===== src/rtl/mem_stage.sv =====
// mem_stage: EX->MEM pipeline register and data-memory access stage.
// Drives a req/addr_ok/data_ok bus and holds the front end until the transfer ends.
module mem_stage #(
  parameter int WB_CTRL_W = 13
) (
  input  logic                 clk,
  input  logic                 resetn,
  input  logic [31:0]          pc_i,
  input  logic [31:0]          inst_i,
  input  logic                 valid_i,
  input  logic [4:0]           mem_ctrl_i,
  input  logic [WB_CTRL_W-1:0] wb_ctrl_i,
  input  logic [31:0]          ALUOut_i,
  input  logic [31:0]          wdata_i,
  input  logic [4:0]           dest_i,
  output logic                 stall_o,
  output logic                 data_req,
  output logic                 data_wr,
  output logic [1:0]           data_size,
  output logic [31:0]          data_addr,
  output logic [3:0]           data_wstrb,
  output logic [31:0]          data_wdata,
  input  logic                 data_addr_ok,
  input  logic [31:0]          data_rdata,
  input  logic                 data_data_ok,
  output logic [31:0]          pc_o,
  output logic [31:0]          inst_o,
  output logic [WB_CTRL_W-1:0] wb_ctrl_o,
  output logic [31:0]          rdata_o,
  output logic [31:0]          ALUOut_o,
  output logic [4:0]           db_dest_o
);

  typedef enum logic [1:0] {
    IDLE,
    REQ,
    WAIT,
    DONE
  } state_t;

  state_t state;
  state_t state_nx;

  logic [31:0]          pc_q;
  logic [31:0]          inst_q;
  logic [31:0]          alu_q;
  logic [31:0]          wdata_q;
  logic [31:0]          rdata_raw;
  logic                 valid_q;
  logic [4:0]           mem_ctrl_q;
  logic [WB_CTRL_W-1:0] wb_ctrl_q;
  logic [4:0]           dest_q;

  logic       is_mem_i;
  logic       xfer_done;
  logic [1:0] a;
  logic [1:0] size_q;
  logic       uns_q;
  logic       rd_q;
  logic       wr_q;
  logic       sz_b;
  logic       sz_h;
  logic [7:0]  byte_sel;
  logic [15:0] half_sel;
  logic        ext;

  assign stall_o   = (state == REQ) | (state == WAIT);
  assign is_mem_i  = valid_i & (mem_ctrl_i[0] | mem_ctrl_i[1]);
  assign xfer_done = data_data_ok &
                     (((state == REQ) & data_addr_ok) | (state == WAIT));

  assign a      = alu_q[1:0];
  assign size_q = mem_ctrl_q[3:2];
  assign uns_q  = mem_ctrl_q[4];
  assign wr_q   = mem_ctrl_q[1];
  // Read+write together behaves as a store
  assign rd_q   = mem_ctrl_q[0] & ~mem_ctrl_q[1];
  assign sz_b   = (size_q == 2'd0);
  assign sz_h   = (size_q == 2'd1);

  always_ff @(posedge clk) begin
    if (!resetn) begin
      pc_q       <= '0;
      inst_q     <= '0;
      valid_q    <= 1'b0;
      mem_ctrl_q <= '0;
      wb_ctrl_q  <= '0;
      alu_q      <= '0;
      wdata_q    <= '0;
      dest_q     <= '0;
    end else if (!stall_o) begin
      pc_q       <= pc_i;
      inst_q     <= inst_i;
      valid_q    <= valid_i;
      mem_ctrl_q <= valid_i ? mem_ctrl_i : 5'd0;
      wb_ctrl_q  <= wb_ctrl_i;
      alu_q      <= ALUOut_i;
      wdata_q    <= wdata_i;
      dest_q     <= dest_i;
    end
  end

  always_ff @(posedge clk) begin
    if (!resetn) begin
      rdata_raw <= '0;
    end else if (xfer_done) begin
      rdata_raw <= data_rdata;
    end
  end

  always_ff @(posedge clk) begin
    if (!resetn) begin
      state <= IDLE;
    end else begin
      state <= state_nx;
    end
  end

  always_comb begin
    state_nx = state;
    unique case (state)
      IDLE, DONE: state_nx = is_mem_i ? REQ : IDLE;
      REQ: begin
        if (data_addr_ok) begin
          state_nx = data_data_ok ? DONE : WAIT;
        end
      end
      WAIT: begin
        if (data_data_ok) begin
          state_nx = DONE;
        end
      end
      default: state_nx = IDLE;
    endcase
  end

  assign data_req  = (state == REQ);
  assign data_wr   = wr_q;
  assign data_addr = alu_q;
  assign data_size = size_q[1] ? 2'd2 : size_q;

  always_comb begin
    data_wstrb = 4'h0;
    data_wdata = wdata_q;
    unique case (1'b1)
      sz_b: begin
        data_wdata = {4{wdata_q[7:0]}};
        if (wr_q) data_wstrb = 4'b0001 << a;
      end
      sz_h: begin
        data_wdata = {2{wdata_q[15:0]}};
        if (wr_q) data_wstrb = a[1] ? 4'b1100 : 4'b0011;
      end
      default: begin
        if (wr_q) data_wstrb = 4'hF;
      end
    endcase
  end

  assign byte_sel = rdata_raw[{a, 3'b000} +: 8];
  assign half_sel = a[1] ? rdata_raw[31:16] : rdata_raw[15:0];
  assign ext      = ~uns_q & (sz_b ? byte_sel[7] : half_sel[15]);

  always_comb begin
    rdata_o = rdata_raw;
    if (rd_q) begin
      unique case (1'b1)
        sz_b:    rdata_o = {{24{ext}}, byte_sel};
        sz_h:    rdata_o = {{16{ext}}, half_sel};
        default: rdata_o = rdata_raw;
      endcase
    end
  end

  // Bubble to WB while the transfer is still in flight
  assign wb_ctrl_o = (stall_o | ~valid_q) ? '0 : wb_ctrl_q;
  assign pc_o      = pc_q;
  assign inst_o    = inst_q;
  assign ALUOut_o  = alu_q;
  assign db_dest_o = dest_q;

endmodule


===== config.mk =====
export PLATFORM = sky130hd
export DESIGN_NAME = mem_stage
export DESIGN_NICKNAME = d
export VERILOG_FILES = /design/src/rtl/mem_stage.sv
export SDC_FILE = /design/constraint.sdc
export NUM_CORES = 1
export LEC_CHECK = 0
export ABC_AREA = 1
export CAP_MARGIN = 20
export CORE_AREA = 2 2 156 158
export CTS_CLUSTER_DIAMETER = 200
export DETAILED_ROUTE_END_ITERATION = 10
export DIE_AREA = 0 0 158 160
export PLACE_DENSITY = 0.77
export SLEW_MARGIN = 20
export SYNTH_ARGS = -nofsm -noshare
export SYNTH_HDL_FRONTEND = slang
export SYNTH_SLANG_ARGS = --single-unit

===== constraint.sdc =====
create_clock -name clk -period 2.64 [get_ports clk]
set_input_delay 0.528 -clock clk [delete_from_list [all_inputs] [get_ports clk]]
set_output_delay 0.528 -clock clk [all_outputs]
set_load 0.01 [all_outputs]

# Word-level counts from Yosys, hierarchy flattened
# Cells that the tools add are included.
[totals]
wordCells = 52
output_inout_bits = 219
reg_bits = 186
[op_classes]
n_eq_ne = 6
n_bitwise = 12
mux = 18
n_reduce_logical = 4
n_shift = 2
[ops]
columns = ["op", "count"]
rows = [
  ["case mux 32 bit (2 select lines)", 2],
  ["two-way mux 32 bit", 1],
  ["indexed part select 32 x 6 -> 8 bit", 1],
  ["two-way mux 16 bit", 1],
  ["two-way mux 4 bit", 4],
  ["two-way mux 13 bit", 1],
  ["case mux 4 bit (2 select lines)", 1],
  ["two-way mux 2 bit", 3],
  ["case mux 2 bit (3 select lines)", 1],
  ["AND 1 bit", 5],
  ["two-way mux 5 bit", 1],
  ["== test 2 x 1 -> 1 bit, second input constant", 2],
  ["== test 2 bit, second input constant", 2],
  ["logical NOT 2 bit", 2],
  ["OR 1 bit", 4],
  ["<< shifter 1 x 2 -> 4 bit, first input constant", 1],
  ["two-way mux 1 bit", 3],
  ["inverter 1 bit", 3],
  ["inequality test 2 x 1 -> 1 bit, second input constant", 1],
  ["inequality test 2 bit, second input constant", 1],
  ["AND reduction 2 bit", 1],
  ["OR reduction 2 bit", 1],
]

# Logic depth before layout (Yosys ltp)
# Gate-level depths: netlist of run 1.
[depth]
ltp_word = 5
depth_mapped = 11

# Worst setup path after synthesis of run 1
# Ideal clock, no wire load.
[synth_path]
path_type = "register to output"
from = "register state[0]"
to = "output port wb_ctrl_o[10]"
path_buffers = 3
path_slack_ns = 0.673
arrival_ns = 1.439
path_stages_with_launch = 8
cell_sequence = "dfxtp_1 -> inv_1 -> ha_1 -> buf_2 -> buf_4 -> nand2_1 -> clkbuf_1 -> nor2_1"
[synth_between]
elab_chain_len = 4
elab_cells_between_ends = 5
classes_between = "eq/ne (2); mux (1); bitwise (2)"
[synth_rtl]
columns = ["element", "line_no", "rtl"]
rows = [
  ["start, declared", "41", "state_t state;"],
  ["start signal, assigned", "115", "state <= state_nx;"],
  ["== test 2 x 1 -> 1 bit / == test 2 bit (equally long branches)", "67", "assign stall_o = (state == REQ) | (state == WAIT);"],
  ["OR 1 bit *", "67", ""],
  ["OR 1 bit *", "176", "assign wb_ctrl_o = (stall_o | ~valid_q) ? '0 : wb_ctrl_q;"],
  ["two-way mux 13 bit *", "176", ""],
  ["end, declared", "28", "output logic [WB_CTRL_W-1:0] wb_ctrl_o,"],
]
# Every way passes the cells marked *; elsewhere a longest branch is shown, timed or not.

# Final worst setup path of run 1
[layout_path]
from = "register mem_ctrl_q[1]"
to = "output port data_wstrb[3]"
[layout_between]
elab_chain_len = 2
elab_cells_between_ends = 4
classes_between = "mux (4)"
[layout_rtl]
columns = ["element", "line_no", "rtl"]
rows = [
  ["start, declared", "50", "logic [4:0] mem_ctrl_q;"],
  ["start signal, assigned", "95", "mem_ctrl_q <= valid_i ? mem_ctrl_i : 5'd0;"],
  ["two-way mux 4 bit, on equally long branches", "155, 148, 152", ""],
  ["case mux 4 bit (2 select lines) *", "145", "unique case (1'b1)"],
  ["end, declared", "21", "output logic [3:0] data_wstrb,"],
]
# Marks and branches as above.

==> parameters.txt, run 1 <==
Parameter                              Value

Critical path
  Cells along the critical path ... buf_4 > nand2_1 > o21ai_0 > clkdlybuf4s50_1
  Bufs and invs on worst path ... 2
  Signal arrival time at the worst endpoint ... 2.01 ns
  Kind of critical path ... register to primary output
  Crit Reg-Reg Endpoint ... inst_o[8]$_SDFFE_PN0N_
  Depth of the worst register-to-register path ... 6
  Req. time, crit path ... 2.11 ns
  Cell family contributing the most delay on the critical path ... buffers and inverters
  Endpoint kind of the worst setup timing path ... primary output
  Sort of element at the start of the critical path ... register
  Biggest cell delay along the critical path ... 0.60 ns
  Crit Reg-Reg Startpoint ... state[0]$_SDFFE_PN0P_
  Reg2reg setup slack ... between 0.3 and 0.4 ns
  Maximum fanout encountered on the critical timing path ... 7
  Crit-path slowest cell ... sky130_fd_sc_hd__clkdlybuf4s50_1

Timing
  Final clock period utilization by the worst path ... 96.1%
  Final number of hold-violating endpoints ... 0
  RSZ-0062 raised after global routing ... yes
  Upper clock frequency limit ... between 300 and 400 MHz
  Slew @ Worst Pin ... about 0.78 ns
  Count of pins over their slew limit ... 0
  Worst-case clock skew ... between 0.01 and 0.015 ns
  Post-layout min period ... roughly 2.5 ns
  Number of setup violations in the final report ... 0
  Max-Slew Margin vs Limit ... around half

GRT
  Via count of the first global-routing pass ... between 8,000 and 9,000
  Antenna violations before repair ... 0
  Aggregate global-route resource usage ... between 20 and 25%
  First-pass GRT wire length ... 43,300 um
  Pin count of the biggest net entering global routing ... between 150 and 200
  Global-route congestion overflow total ... 0

Synth
  Flop and latch count out of synthesis ... roughly 190
  Mean post-synth cell area ... roughly 7.1 um^2
  Count of distinct cell types in the synthesized netlist ... 27
  Number of warnings issued by yosys ... 0
  Seq/Total Area, Yosys ... between 40% and 50%
  Syn Std Cell Area ... ~8100 um^2
  Area fraction of the dominant cell type after synthesis ... approximately 46%
  Syn Inst Count ... approximately 1,100
  Biggest area contributors in the synthesized netlist ... sky130_fd_sc_hd__dfxtp_1 (46%), sky130_fd_sc_hd__nor2_1 (14%), sky130_fd_sc_hd__o21ai_0 (13%)
  Number of nets produced by synthesis ... roughly 1,300
  Cell taking the most area after synthesis ... sky130_fd_sc_hd__dfxtp_1

Placed design
  Final weighted congestion in routability-driven placement ... roughly 0.94
  Number of buffers added on ports ... between 400 and 500
  Final HPWL from detailed placement ... between 20,000 and 25,000 um
  Area after DPL ... about 12,000 um^2

Pwr
  Internal power ... between 8 and 9 mW
  Total power per unit cell area ... approximately 1100 nW/um^2
  Switching share of total power ... between 40% and 50%
  Clock Power Share ... between 10% and 20%
  Part of the total power dissipated in combinational logic ... approximately half
  Net switching power figure ... about 5.5 mW
  Reported leakage power ... around 5.5 nW
  Max IR drop VDD ... a little over 700 uV
  Sequential share of power ... approximately 32%

Route
  Mean routed wirelength per cell ... 15.8 um
  DRT antenna net count ... 0
  Via density ... roughly 4.8
  DRC violation count after routing ... 0
  Number of vias after detailed routing ... between 8,000 and 9,000
  Number of DRC violations after detailed-routing iteration 0 ... approximately 670
  First drt pass iteration count ... 5
  Final WL ... between 20,000 and 30,000 um

Finish
  Area growth from synthesis to final layout ... 59.2%
  Share of layout cells above drive strength 1 ... between 6 and 7%
  Final Core Density ... 54.0%
  Final standard cell area without fillers ... approximately 13,000 um^2
  Number of inserted diodes ... 0
  Net total in the final layout ... approximately 1,700

Floorplanning
  DIE AREA ... approximately 25,000 um^2
  Die Span Y ... 160 um
  Number of rows in the core area ... 57
  I/O pin count ... around 410
  Width of the chip ... 158 um
  Core box area ... roughly 24,000 um^2
  Effective utilization at floorplan ... roughly 34%

CTS
  Clock tree from TritonCTS ... done
  Clock tree buffer depth ... 2
  Library cell used as clock root buffer ... sky130_fd_sc_hd__clkbuf_16
  Latest clock arrival within the worst-skew pair ... between 0.4 and 0.5 ns
  Number of buffers inserted for hold repair after clock tree synthesis ... 0
  CTS clk-pin slew, worst paths ... approximately 0.070 ns
  CTS Buf Count ... 17
  Sink Count ... between 150 and 200
  H-tree levels ... 4

Run status
  Run status ... complete, no violations

Min path
  Worst hold path type ... register to register
  Hold Path Stages ... 2
  Min-Delay Startpoint ... wb_ctrl_q[2]$_SDFFE_PN0N_
  WHS Endpoint ... wb_ctrl_q[2]$_SDFFE_PN0N_

Flow run
  Number of maximum-capacitance violations ... 0
logic make-up after synthesis:
logic type	count (synthesis)	synth area share, %
flip-flops	186	46.0
buffers and inverters	169	10.8
adder cells (fa/ha/maj)	2	0.309
AO/OA/AOI/OAI	297	19.2
AND/OR/NAND/NOR	483	23.6
worst register-to-register path, stage by stage (launching register included):
cell and delay, ns:
sky130_fd_sc_hd__dfxtp_1 0.36, sky130_fd_sc_hd__inv_1 0.08, sky130_fd_sc_hd__ha_4 0.31, sky130_fd_sc_hd__buf_4 0.48, sky130_fd_sc_hd__buf_4 0.64, sky130_fd_sc_hd__o21ai_0 0.23, sky130_fd_sc_hd__nor2_1 0.12
worst max-delay path by stage:
stage                    endpoint  slack [ns]  cells after the start                        from
floorplan           wb_ctrl_o[10]        0.67                      7       state[0]$_SDFFE_PN0P_
global placement       rdata_o[3]        0.31                      9    ALUOut_o[1]$_SDFFE_PN0N_
finish              data_wstrb[3]        0.10                      4  mem_ctrl_q[1]$_SDFFE_PN0N_
detailed placement    rdata_o[19]        0.26                      8    ALUOut_o[1]$_SDFFE_PN0N_
CTS                    rdata_o[1]       -0.02                     10    ALUOut_o[1]$_SDFFE_PN0N_
global route           rdata_o[0]      -0.009                     11    ALUOut_o[1]$_SDFFE_PN0N_
flip-flops by register name (all words and copies together) (netlist names):
register and count:
ALUOut_o 32, wdata_q 32, wb_ctrl_q 13, db_dest_o 5
mem_ctrl_q 5, pc_o 32, state 2, valid_q 1
rdata_raw 32, inst_o 32
Yosys cell counts (all sizes together):
cell type and instances:
a21oi 53, and2 1, buf 81, clkbuf 36
dfxtp 186, ha 2, inv 52, nand2 155
nand3 17, nor2 310, o211ai 15, o21ai 228
o22ai 1
layout by cell type, fill, tap and decap left out, types with 2 or more instances in the layout:
cell type / n
sky130_fd_sc_hd__a21oi_1: 53
sky130_fd_sc_hd__buf_12: 3
sky130_fd_sc_hd__buf_4: 29
sky130_fd_sc_hd__buf_6: 2
sky130_fd_sc_hd__buf_8: 2
sky130_fd_sc_hd__clkbuf_16: 17
sky130_fd_sc_hd__clkbuf_2: 2
sky130_fd_sc_hd__clkdlybuf4s50_1: 370
sky130_fd_sc_hd__clkinv_8: 4
sky130_fd_sc_hd__dfxtp_1: 182
sky130_fd_sc_hd__dfxtp_2: 3
sky130_fd_sc_hd__dlygate4sd2_1: 15
sky130_fd_sc_hd__dlymetal6s2s_1: 17
sky130_fd_sc_hd__inv_1: 45
sky130_fd_sc_hd__inv_2: 3
sky130_fd_sc_hd__inv_4: 3
sky130_fd_sc_hd__inv_6: 7
sky130_fd_sc_hd__inv_8: 2
sky130_fd_sc_hd__nand2_1: 152
sky130_fd_sc_hd__nand2_4: 2
sky130_fd_sc_hd__nand3_1: 14
sky130_fd_sc_hd__nand3_4: 3
sky130_fd_sc_hd__nor2_1: 306
sky130_fd_sc_hd__nor2_4: 3
sky130_fd_sc_hd__o211ai_1: 15
sky130_fd_sc_hd__o21ai_0: 208
sky130_fd_sc_hd__o21ai_1: 12
sky130_fd_sc_hd__o21ai_2: 8
stage by stage:
stage	setup TNS, ns	worst slack (ns)	hold slack, ns	power, mW	std cells
after floorplan	0	0.673	0.434	7.96	1137
after global placement	0	0.308	0.449	11.0	1771
after detailed placement	0	0.258	0.453	11.1	1771
after CTS	-0.0215	-0.0215	0.466	13.7	1806
after global routing	-0.0148	-0.00910	0.484	14.6	1818
final	0	0.103	0.463	13.7	1818
cell type report:
class                      instances  area, um^2
timing repair buffer             441        4400
tap                              324         405
clock inverter                    14         154
fill                            2240       10900
sequential                       186        3730
inverter                          52         208
multi-input combinational        783        3550
clock buffer                      18         429
power by group through the flow:
stage / Sequential [mW] / Clock [mW] / Combinational (mW)
detailed placement: 4.43 / 0 / 6.70
CTS: 4.39 / 2.60 / 6.74
global route: 4.50 / 2.72 / 7.38
finish: 4.40 / 2.54 / 6.78
global placement: 4.40 / 0 / 6.62
floorplan: 4.55 / 0 / 3.41
metal layers:
| metal | GRT usage, % | share of wire [%] |
|---|---|---|
| met2 | 36.4 | 48 |
| met1 | 26.3 | 40 |
| met3 | 5.13 | 7.2 |
| met4 | 8.68 | 3.8 |
| met5 | 0 | 0 |
repair_timing:
| item | CTS | global route |
|---|---|---|
| gates cloned | 1 | 0 |
| resized for setup | 31 | 32 |
| setup buffers | 2 | 12 |
| pin swaps | 1 | 3 |
| endpoints found under the setup margin | 56 | 35 |
Note: power is estimated with default switching activity, not from simulation.
==> run 2: changes to the inputs <==
--- a/config.mk
+++ b/config.mk
@@ -5,13 +5,13 @@
 export SDC_FILE = /design/constraint.sdc
 export NUM_CORES = 1
 export LEC_CHECK = 0
-export ABC_AREA = 1
 export CAP_MARGIN = 20
-export CORE_AREA = 2 2 156 158
+export CORE_AREA = 2 2 160 162
+export CTS_BUF_LIST = sky130_fd_sc_hd__clkbuf_4 sky130_fd_sc_hd__clkbuf_8
 export CTS_CLUSTER_DIAMETER = 200
 export DETAILED_ROUTE_END_ITERATION = 10
-export DIE_AREA = 0 0 158 160
-export PLACE_DENSITY = 0.77
+export DIE_AREA = 0 0 162 164
+export PLACE_DENSITY = 0.75
 export SLEW_MARGIN = 20
 export SYNTH_ARGS = -nofsm -noshare
 export SYNTH_HDL_FRONTEND = slang
==> run 2 against run 1 <==
Against the previous run:
- clock skew rose by 0.0011 ns
- critical path depth rose by 1
- synthesized area rose by 1.6%
- die area rose by 5.1%
- register-to-register slack got worse by 0.03 ns
- non-clock buffer count rose by 21
- power fell by 6.0%
- sequential power fell by 6.1%
- via count fell by 12%
- clock power fell by 20%
- sequential share of layout area fell by 0.15 points
- critical endpoint is now rdata_o[9]
- largest cell class unchanged
==> parameters.txt, run 2 <==
Parameter                              Value

Critical path
  Endpoint kind of the worst setup timing path ... primary output
  Biggest cell delay along the critical path ... 0.48 ns (-0.12 ns)
  Bufs and invs on worst path ... 2 (unchanged)
  Req. time, crit path ... 2.11 ns (about the same)
  Crit-path slowest cell ... sky130_fd_sc_hd__mux4_2
  Cell family contributing the most delay on the critical path ... multiplexers
  Kind of critical path ... register to primary output
  Sort of element at the start of the critical path ... register
  Cells along the critical path ... mux4_2 > and3b_2 > buf_6 > a221o_1 > buf_2
  Signal arrival time at the worst endpoint ... 2.09 ns (+0.08 ns)
  Maximum fanout encountered on the critical timing path ... 6 (-1)

Timing
  Final hold slack ... 0.500 ns (+0.0374 ns)
  Number of setup violations in the final report ... 0 (unchanged)
  Final clock period utilization by the worst path ... 99.3% (+3.2 points)
  Post-layout min period ... 2.62 ns (+0.0833 ns)
  RSZ-0062 raised after global routing ... yes
  Setup TNS Final ... 0 ns (unchanged)
  Final number of hold-violating endpoints ... 0 (unchanged)
  Slew @ Worst Pin ... 0.880 ns (+0.104 ns)
  Max-Slew Margin vs Limit ... 41.3% (-6.9 points)
  Upper clock frequency limit ... 382 MHz (-3.2%)
  Count of pins over their slew limit ... 0 (unchanged)
  Worst-case clock skew ... 0.0160 ns (+0.00109 ns)

Synth
  Syn Std Cell Area ... 8220 um^2 (+1.6%)
  Leading register cell type out of synthesis ... sky130_fd_sc_hd__dfxtp_1
  Seq/Total Area, Yosys ... 45.3% (-0.74 points)
  Count of distinct cell types in the synthesized netlist ... 41 (+52%)
  Number of nets produced by synthesis ... 1,055 (-20%)
  Async S/R FF share, synth ... 0% (unchanged)
  Top-count cell post-synth ... sky130_fd_sc_hd__dfxtp_1
  Cell taking the most area after synthesis ... sky130_fd_sc_hd__dfxtp_1
  Number of flops mapped to enable cells by yosys ... 0 (unchanged)
  Number of warnings issued by yosys ... 0 (unchanged)
  Mean post-synth cell area ... 9.50 um^2 (+34%)
  Post-synth top cells ... sky130_fd_sc_hd__dfxtp_1 (186), sky130_fd_sc_hd__nor2_1 (160), sky130_fd_sc_hd__mux2i_1 (155)
  Area fraction of the dominant cell type after synthesis ... 45.3% (-0.74 points)
  Flop and latch count out of synthesis ... 186 (unchanged)
  Biggest area contributors in the synthesized netlist ... sky130_fd_sc_hd__dfxtp_1 (45%), sky130_fd_sc_hd__mux2i_1 (19%), sky130_fd_sc_hd__nor2_1 (7.3%)
  Syn Inst Count ... 865 (-24%)

CTS
  CTS clk-pin slew, worst paths ... 0.11 ns (+0.04 ns)
  Number of buffers inserted for hold repair after clock tree synthesis ... 0 (unchanged)
  Library cell used as clock root buffer ... sky130_fd_sc_hd__clkbuf_8
  Clock tree buffer depth ... 2 (unchanged)
  H-tree levels ... 4 (unchanged)
  CTS Buf Count ... 17 (unchanged)
  Sink Count ... 186 (unchanged)
  Latest clock arrival within the worst-skew pair ... 0.46 ns (+0.04 ns)
  Clock tree from TritonCTS ... done

Route
  Met2 WL ... 14,200 um (+1.8%)
  Uppermost layer routed ... met4
  DRT antenna net count ... 0 (unchanged)
  Number of vias after detailed routing ... 7,693 (-12%)
  Mean routed wirelength per cell ... 18.1 um (+15%)
  Final WL ... 28,600 um (-0.31%)
  DRC violation count after routing ... 0 (unchanged)
  Number of DRC violations after detailed-routing iteration 0 ... 511 (-24%)
  Via density ... 4.87 (+1.7%)
  Detail Route met3 WL ... 2070 um (unchanged)
  First drt pass iteration count ... 5 (unchanged)
  Wl on met1 ... 11,600 um (-0.71%)

Finish
  Net total in the final layout ... 1,426 (-15%)
  Share of layout cells above drive strength 1 ... 12.9% (+6.2 points)
  Area growth from synthesis to final layout ... 58.1%
  Most common cell after layout, fill and taps aside ... sky130_fd_sc_hd__clkdlybuf4s50_1
  Fill cells ... 2,308 (+3.0%)
  Most frequent cells in the layout ... sky130_fd_sc_hd__clkdlybuf4s50_1 (361), sky130_fd_sc_hd__dfxtp_1 (178), sky130_fd_sc_hd__nor2_1 (158)

GRT
  Global-route congestion overflow total ... 0 (unchanged)
  First-pass GRT wire length ... 42,800 um (-0.99%)
  Antenna violations before repair ... 1 (+1)
  Pin count of the biggest net entering global routing ... 59 (-67%)
  Aggregate global-route resource usage ... 20.7% (-0.83 points)
  Via count of the first global-routing pass ... 7,554 (-7.6%)

Pwr
  Total power per unit cell area ... 993 nW/um^2 (-6.9%)
  Reported leakage power ... 5.80 nW (+4.9%)
  Max IR drop VDD ... 559 uV (-23%)

Flow run
  Number of maximum-capacitance violations ... 0 (unchanged)

Floorplanning
  Core box area ... 24,800 um^2 (+4.2%)
  DIE AREA ... 26,600 um^2 (+5.1%)
  I/O pin count ... 407 (unchanged)
  Width of the chip ... 162 um (+2.5%)
  Number of rows in the core area ... 58 (+1.8%)
  Die Span Y ... 164 um (+2.5%)
  Effective utilization at floorplan ... 33.1% (-0.83 points)

Placed design
  Final weighted congestion in routability-driven placement ... 0.931 (-0.81%)
  Number of buffers added on ports ... 406 (unchanged)
  Final HPWL from detailed placement ... 21,100 um (+3.4%)

Run status
  Run status ... complete, no violations

Min path
  Worst hold path type ... register to register
## run 2: cell count changes in the layout (fill, tap and decap cells not counted), moves of 18 or more
cell	before	now
sky130_fd_sc_hd__inv_1	45	4
sky130_fd_sc_hd__mux2_2	0	18
sky130_fd_sc_hd__mux2i_1	0	155
sky130_fd_sc_hd__nand2_1	152	25
sky130_fd_sc_hd__nand3_1	14	32
sky130_fd_sc_hd__nor2_1	306	158
sky130_fd_sc_hd__o21ai_0	208	55
## run 2: cell type report
class	count	area [um^2]	share of cell area (%)
antenna	1	2.50	0.0193
sequential	186	3750	28.8
tap	330	413	3.18
multi-input combinational	563	3910	30.1
timing repair buffer	462	4470	34.4
clock buffer	17	234	1.80
inverter	6	27.5	0.212
clock inverter	15	191	1.47
## run 2: logic make-up (layout without fill, tap and decap cells)
group                    after synthesis  count (layout)  share of synthesized area, %
AO/OA/AOI/OAI                        125             125                          9.30
adder cells (fa/ha/maj)                2               2                         0.304
buffers and inverters                116             500                          7.82
flip-flops                           186             186                          45.3
multiplexers                         182             182                          23.7
other                                  0               1                             0
AND/OR/NAND/NOR                      254             254                          13.5
## run 2: per-layer routing
metal	track usage, %	up-vias
met3	5.93	52
met5	0	-
met2	35.7	341
met1	24.6	3610
met4	7.76	0
li1	-	3690
## run 2: what timing repair did
item,CTS,global route
buffers inserted,15,7
gates cloned,0,0
setup endpoints to repair,70,50
pin swaps,1,1
gates resized for setup,82,48
## run 2: through the flow
step | std cells | cell area [um^2] | power, mW | util (%) | worst slack, ns
5_1_grt | 1580 | 13000 | 13.7 | 52.3 | -0.0588
3_3_place_gp | 1525 | 12400 | 10.7 | 49.9 | 0.266
6_report | 1580 | 13000 | 12.9 | 52.3 | 0.0196
2_1_floorplan | 865 | 8220 | 8.07 | - | 0.553
3_5_place_dp | 1525 | 12400 | 10.8 | 49.9 | 0.168
4_1_cts | 1572 | 12900 | 12.9 | 52.0 | -0.00944
## run 2: final timing paths
kind	from	to	slack, ns	cells past startpoint
min	wdata_q[19]$_SDFFE_PN0N_	wdata_q[19]$_SDFFE_PN0N_	0.50	2
max reg2reg	state[0]$_SDFFE_PN0P_	pc_o[16]$_SDFFE_PN0N_	0.33	7
max	ALUOut_o[0]$_SDFFE_PN0N_	rdata_o[9]	0.02	5
min reg2reg	wdata_q[19]$_SDFFE_PN0N_	wdata_q[19]$_SDFFE_PN0N_	0.50	2
## run 2: worst min-delay path, cell delays in order (launching register included)
cell and delay (ns):
sky130_fd_sc_hd__dfxtp_1 0.34, sky130_fd_sc_hd__mux2i_1 0.06, sky130_fd_sc_hd__nor2_1 0.07
## run 2: where the power goes
group / internal, mW / switching [mW]
registers: 3.56 / 0.568
logic: 3.60 / 3.14
clock network: 0.819 / 1.22
==> run 3: changes to the inputs <==
--- a/config.mk
+++ b/config.mk
@@ -6,12 +6,15 @@
 export NUM_CORES = 1
 export LEC_CHECK = 0
 export CAP_MARGIN = 20
-export CORE_AREA = 2 2 160 162
+export CELL_PAD_IN_SITES_DETAIL_PLACEMENT = 1
+export CELL_PAD_IN_SITES_GLOBAL_PLACEMENT = 1
+export CORE_MARGIN = 2
+export CORE_UTILIZATION = 32
 export CTS_BUF_LIST = sky130_fd_sc_hd__clkbuf_4 sky130_fd_sc_hd__clkbuf_8
 export CTS_CLUSTER_DIAMETER = 200
 export DETAILED_ROUTE_END_ITERATION = 10
-export DIE_AREA = 0 0 162 164
-export PLACE_DENSITY = 0.75
+export MAX_ROUTING_LAYER = met4
+export PLACE_DENSITY = 0.94
 export SLEW_MARGIN = 20
 export SYNTH_ARGS = -nofsm -noshare
 export SYNTH_HDL_FRONTEND = slang
==> run 3 against run 2 <==
Against the previous run:
- fmax increased by 2.4%
- clock power is essentially flat
- combinational power up 1%
==> parameters.txt, run 3 (synthesis gave the netlist of run 2 again) <==
Parameter                              Value

Critical path
  Reg2reg setup slack ... 0.33 ns (about the same)
  Signal arrival time at the worst endpoint ... 2.03 ns (-0.06 ns)
  Sort of element at the start of the critical path ... register
  Kind of critical path ... register to primary output
  Endpoint kind of the worst setup timing path ... primary output
  Req. time, crit path ... 2.11 ns (about the same)
  Maximum fanout encountered on the critical timing path ... 7 (+1)

Timing
  Max-Slew Margin vs Limit ... 55.8% (+14 points)
  Worst-case clock skew ... 0.0208 ns (+0.00487 ns)
  Setup TNS Final ... 0 ns (unchanged)
  Min setup slack post-route ... 0.0802 ns (+0.0606 ns)
  RSZ-0062 raised after global routing ... yes
  Count of pins over their slew limit ... 0 (unchanged)
  Post-layout min period ... 2.56 ns (-0.0606 ns)
  Final clock period utilization by the worst path ... 97.0% (-2.3 points)
  Number of setup violations in the final report ... 0 (unchanged)
  Final number of hold-violating endpoints ... 0 (unchanged)
  Slew @ Worst Pin ... 0.663 ns (-0.217 ns)
  Final hold slack ... 0.498 ns (-0.00166 ns)
  Upper clock frequency limit ... 391 MHz (+2.4%)

Flow run
  Number of maximum-capacitance violations ... 0 (unchanged)

Min path
  Worst hold path type ... register to register

Pwr
  Internal power ... 7.93 mW (-0.57%)
  Net switching power figure ... 5.10 mW (+3.5%)
  Total Power Consumption ... 13.0 mW (+0.97%)
  Clock Power Share ... 15.5% (-0.3 points)
  Part of the total power dissipated in combinational logic ... 52.4% (+0.2 points)
  Sequential share of power ... 32.1% (about the same)
  Reported leakage power ... 5.78 nW (-0.29%)
  Total power per unit cell area ... 1010 nW/um^2 (+1.6%)
  Switching share of total power ... 39.1% (+0.94 points)
  Max IR drop VDD ... 458 uV (-18%)

Route
  Wl on met1 ... 11,700 um (+1.4%)
  Final WL ... 32,200 um (+12%)
  Number of DRC violations after detailed-routing iteration 0 ... 297 (-42%)
  Detail Route met3 WL ... 2010 um (-3.3%)
  Number of vias after detailed routing ... 7,829 (+1.8%)
  Met2 WL ... 17,100 um (+21%)
  Uppermost layer routed ... met4
  DRC violation count after routing ... 0 (unchanged)
  First drt pass iteration count ... 5 (unchanged)
  DRT antenna net count ... 0 (unchanged)
  Via density ... 4.98 (+2.3%)
  Mean routed wirelength per cell ... 20.5 um (+13%)

Run status
  Run status ... complete, no violations

Finish
  Area growth from synthesis to final layout ... 57.1%
  Share of layout cells above drive strength 1 ... 11.7% (-1.2 points)
  Net total in the final layout ... 1,413 (-0.91%)
  Post-Layout Cell Count ... 1,572 (-0.51%)
  Most frequent cells in the layout ... sky130_fd_sc_hd__clkdlybuf4s50_1 (354), sky130_fd_sc_hd__dfxtp_1 (180), sky130_fd_sc_hd__nor2_1 (160)
  Final standard cell area without fillers ... 12,900 um^2 (-0.63%)
  Most common cell after layout, fill and taps aside ... sky130_fd_sc_hd__clkdlybuf4s50_1
  Final Core Density ... 51.3% (-1.1 points)

GRT
  Antenna violations before repair ... 6 (+5)
  Via count of the first global-routing pass ... 8,537 (+13%)
  Global-route congestion overflow total ... 0 (unchanged)
  Aggregate global-route resource usage ... 23.8% (+3.0 points)
  First-pass GRT wire length ... 47,700 um (+11%)
  Pin count of the biggest net entering global routing ... 57 (-3.4%)

CTS
  H-tree levels ... 4 (unchanged)
  Library cell used as clock root buffer ... sky130_fd_sc_hd__clkbuf_8
  CTS Buf Count ... 17 (unchanged)
  Latest clock arrival within the worst-skew pair ... 0.48 ns (+0.02 ns)
  CTS clk-pin slew, worst paths ... 0.11 ns (about the same)
  Sink Count ... 186 (unchanged)
  Number of buffers inserted for hold repair after clock tree synthesis ... 0 (unchanged)
  Clock tree buffer depth ... 2 (unchanged)
  Clock tree from TritonCTS ... done

Placed design
  Final HPWL from detailed placement ... 24,200 um (+15%)
  Final weighted congestion in routability-driven placement ... 0.908 (-2.5%)
  Area after DPL ... 12,300 um^2 (-0.28%)
  Number of buffers added on ports ... 406 (unchanged)
  Number of cells after detailed placement ... 1,520 (-0.33%)
  Pre-CTS setup slack ... 0.0317 ns (-0.137 ns)

Floorplanning
  I/O pin count ... 407 (unchanged)
  Width of the chip ... 164 um (+1.4%)
  Effective utilization at floorplan ... 32.6% (-0.48 points)
  Number of rows in the core area ... 58 (unchanged)
  Core box area ... 25,200 um^2 (+1.5%)
  Die Span Y ... 164 um (+0.16%)
  DIE AREA ... 27,000 um^2 (+1.6%)
run 3: cell count changes in the layout (fill, tap and decap cells not counted), sizes merged:
cell / previous run / this run
buf: 64 / 53
inv: 14 / 11
clkdlybuf4s15: 14 / 10
dlymetal6s2s: 6 / 7
clkdlybuf4s50: 361 / 354
diode: 1 / 6
clkbuf: 25 / 19
clkinv: 5 / 8
dlygate4sd2: 9 / 23
run 3: cell type report:
cell class,instances,area (um^2)
Fill cell,2781,12300
Timing Repair Buffer,449,4370
Multi-Input combinational cell,563,3920
Sequential cell,186,3740
Tap cell,330,413
Clock buffer,17,234
Clock inverter,15,185
Inverter,6,27.5
Antenna cell,6,15.0
run 3: final timing paths:
check / startpoint / to / cells after the start
max: ALUOut_o[0]$_SDFFE_PN0N_ / rdata_o[11] / 4
min: wb_ctrl_q[7]$_SDFFE_PN0N_ / wb_ctrl_q[7]$_SDFFE_PN0N_ / 2
max reg2reg: state[0]$_SDFFE_PN0P_ / wdata_q[9]$_SDFFE_PN0N_ / 8
min reg2reg: wb_ctrl_q[7]$_SDFFE_PN0N_ / wb_ctrl_q[7]$_SDFFE_PN0N_ / 2
run 3: worst max-delay path: stages, from the launching register on:
cell and delay [ns]:
sky130_fd_sc_hd__dfxtp_4 0.38, sky130_fd_sc_hd__mux4_2 0.48, sky130_fd_sc_hd__and3b_2 0.26, sky130_fd_sc_hd__a221o_1 0.29, sky130_fd_sc_hd__buf_2 0.15
run 3: per-layer routing:
metal,track usage (%),vias up
li1,-,3651
met5,-,-
met3,5.98,79
met4,11.4,0
met2,42.6,313
met1,24.1,3786
run 3: power by group through the flow:
stage / registers [mW] / logic (mW) / clock network (mW)
floorplan: 4.20 / 3.87 / 0
global placement: 4.15 / 6.52 / 0
detailed placement: 4.21 / 6.75 / 0
CTS: 4.18 / 6.88 / 2.09
global route: 4.27 / 7.32 / 2.22
finish: 4.19 / 6.82 / 2.02
run 3: what timing repair did:
item	CTS	global route
gates resized for setup	101	27
cloned	0	0
pin swaps	2	3
setup endpoints to repair	74	31
setup buffers	12	3
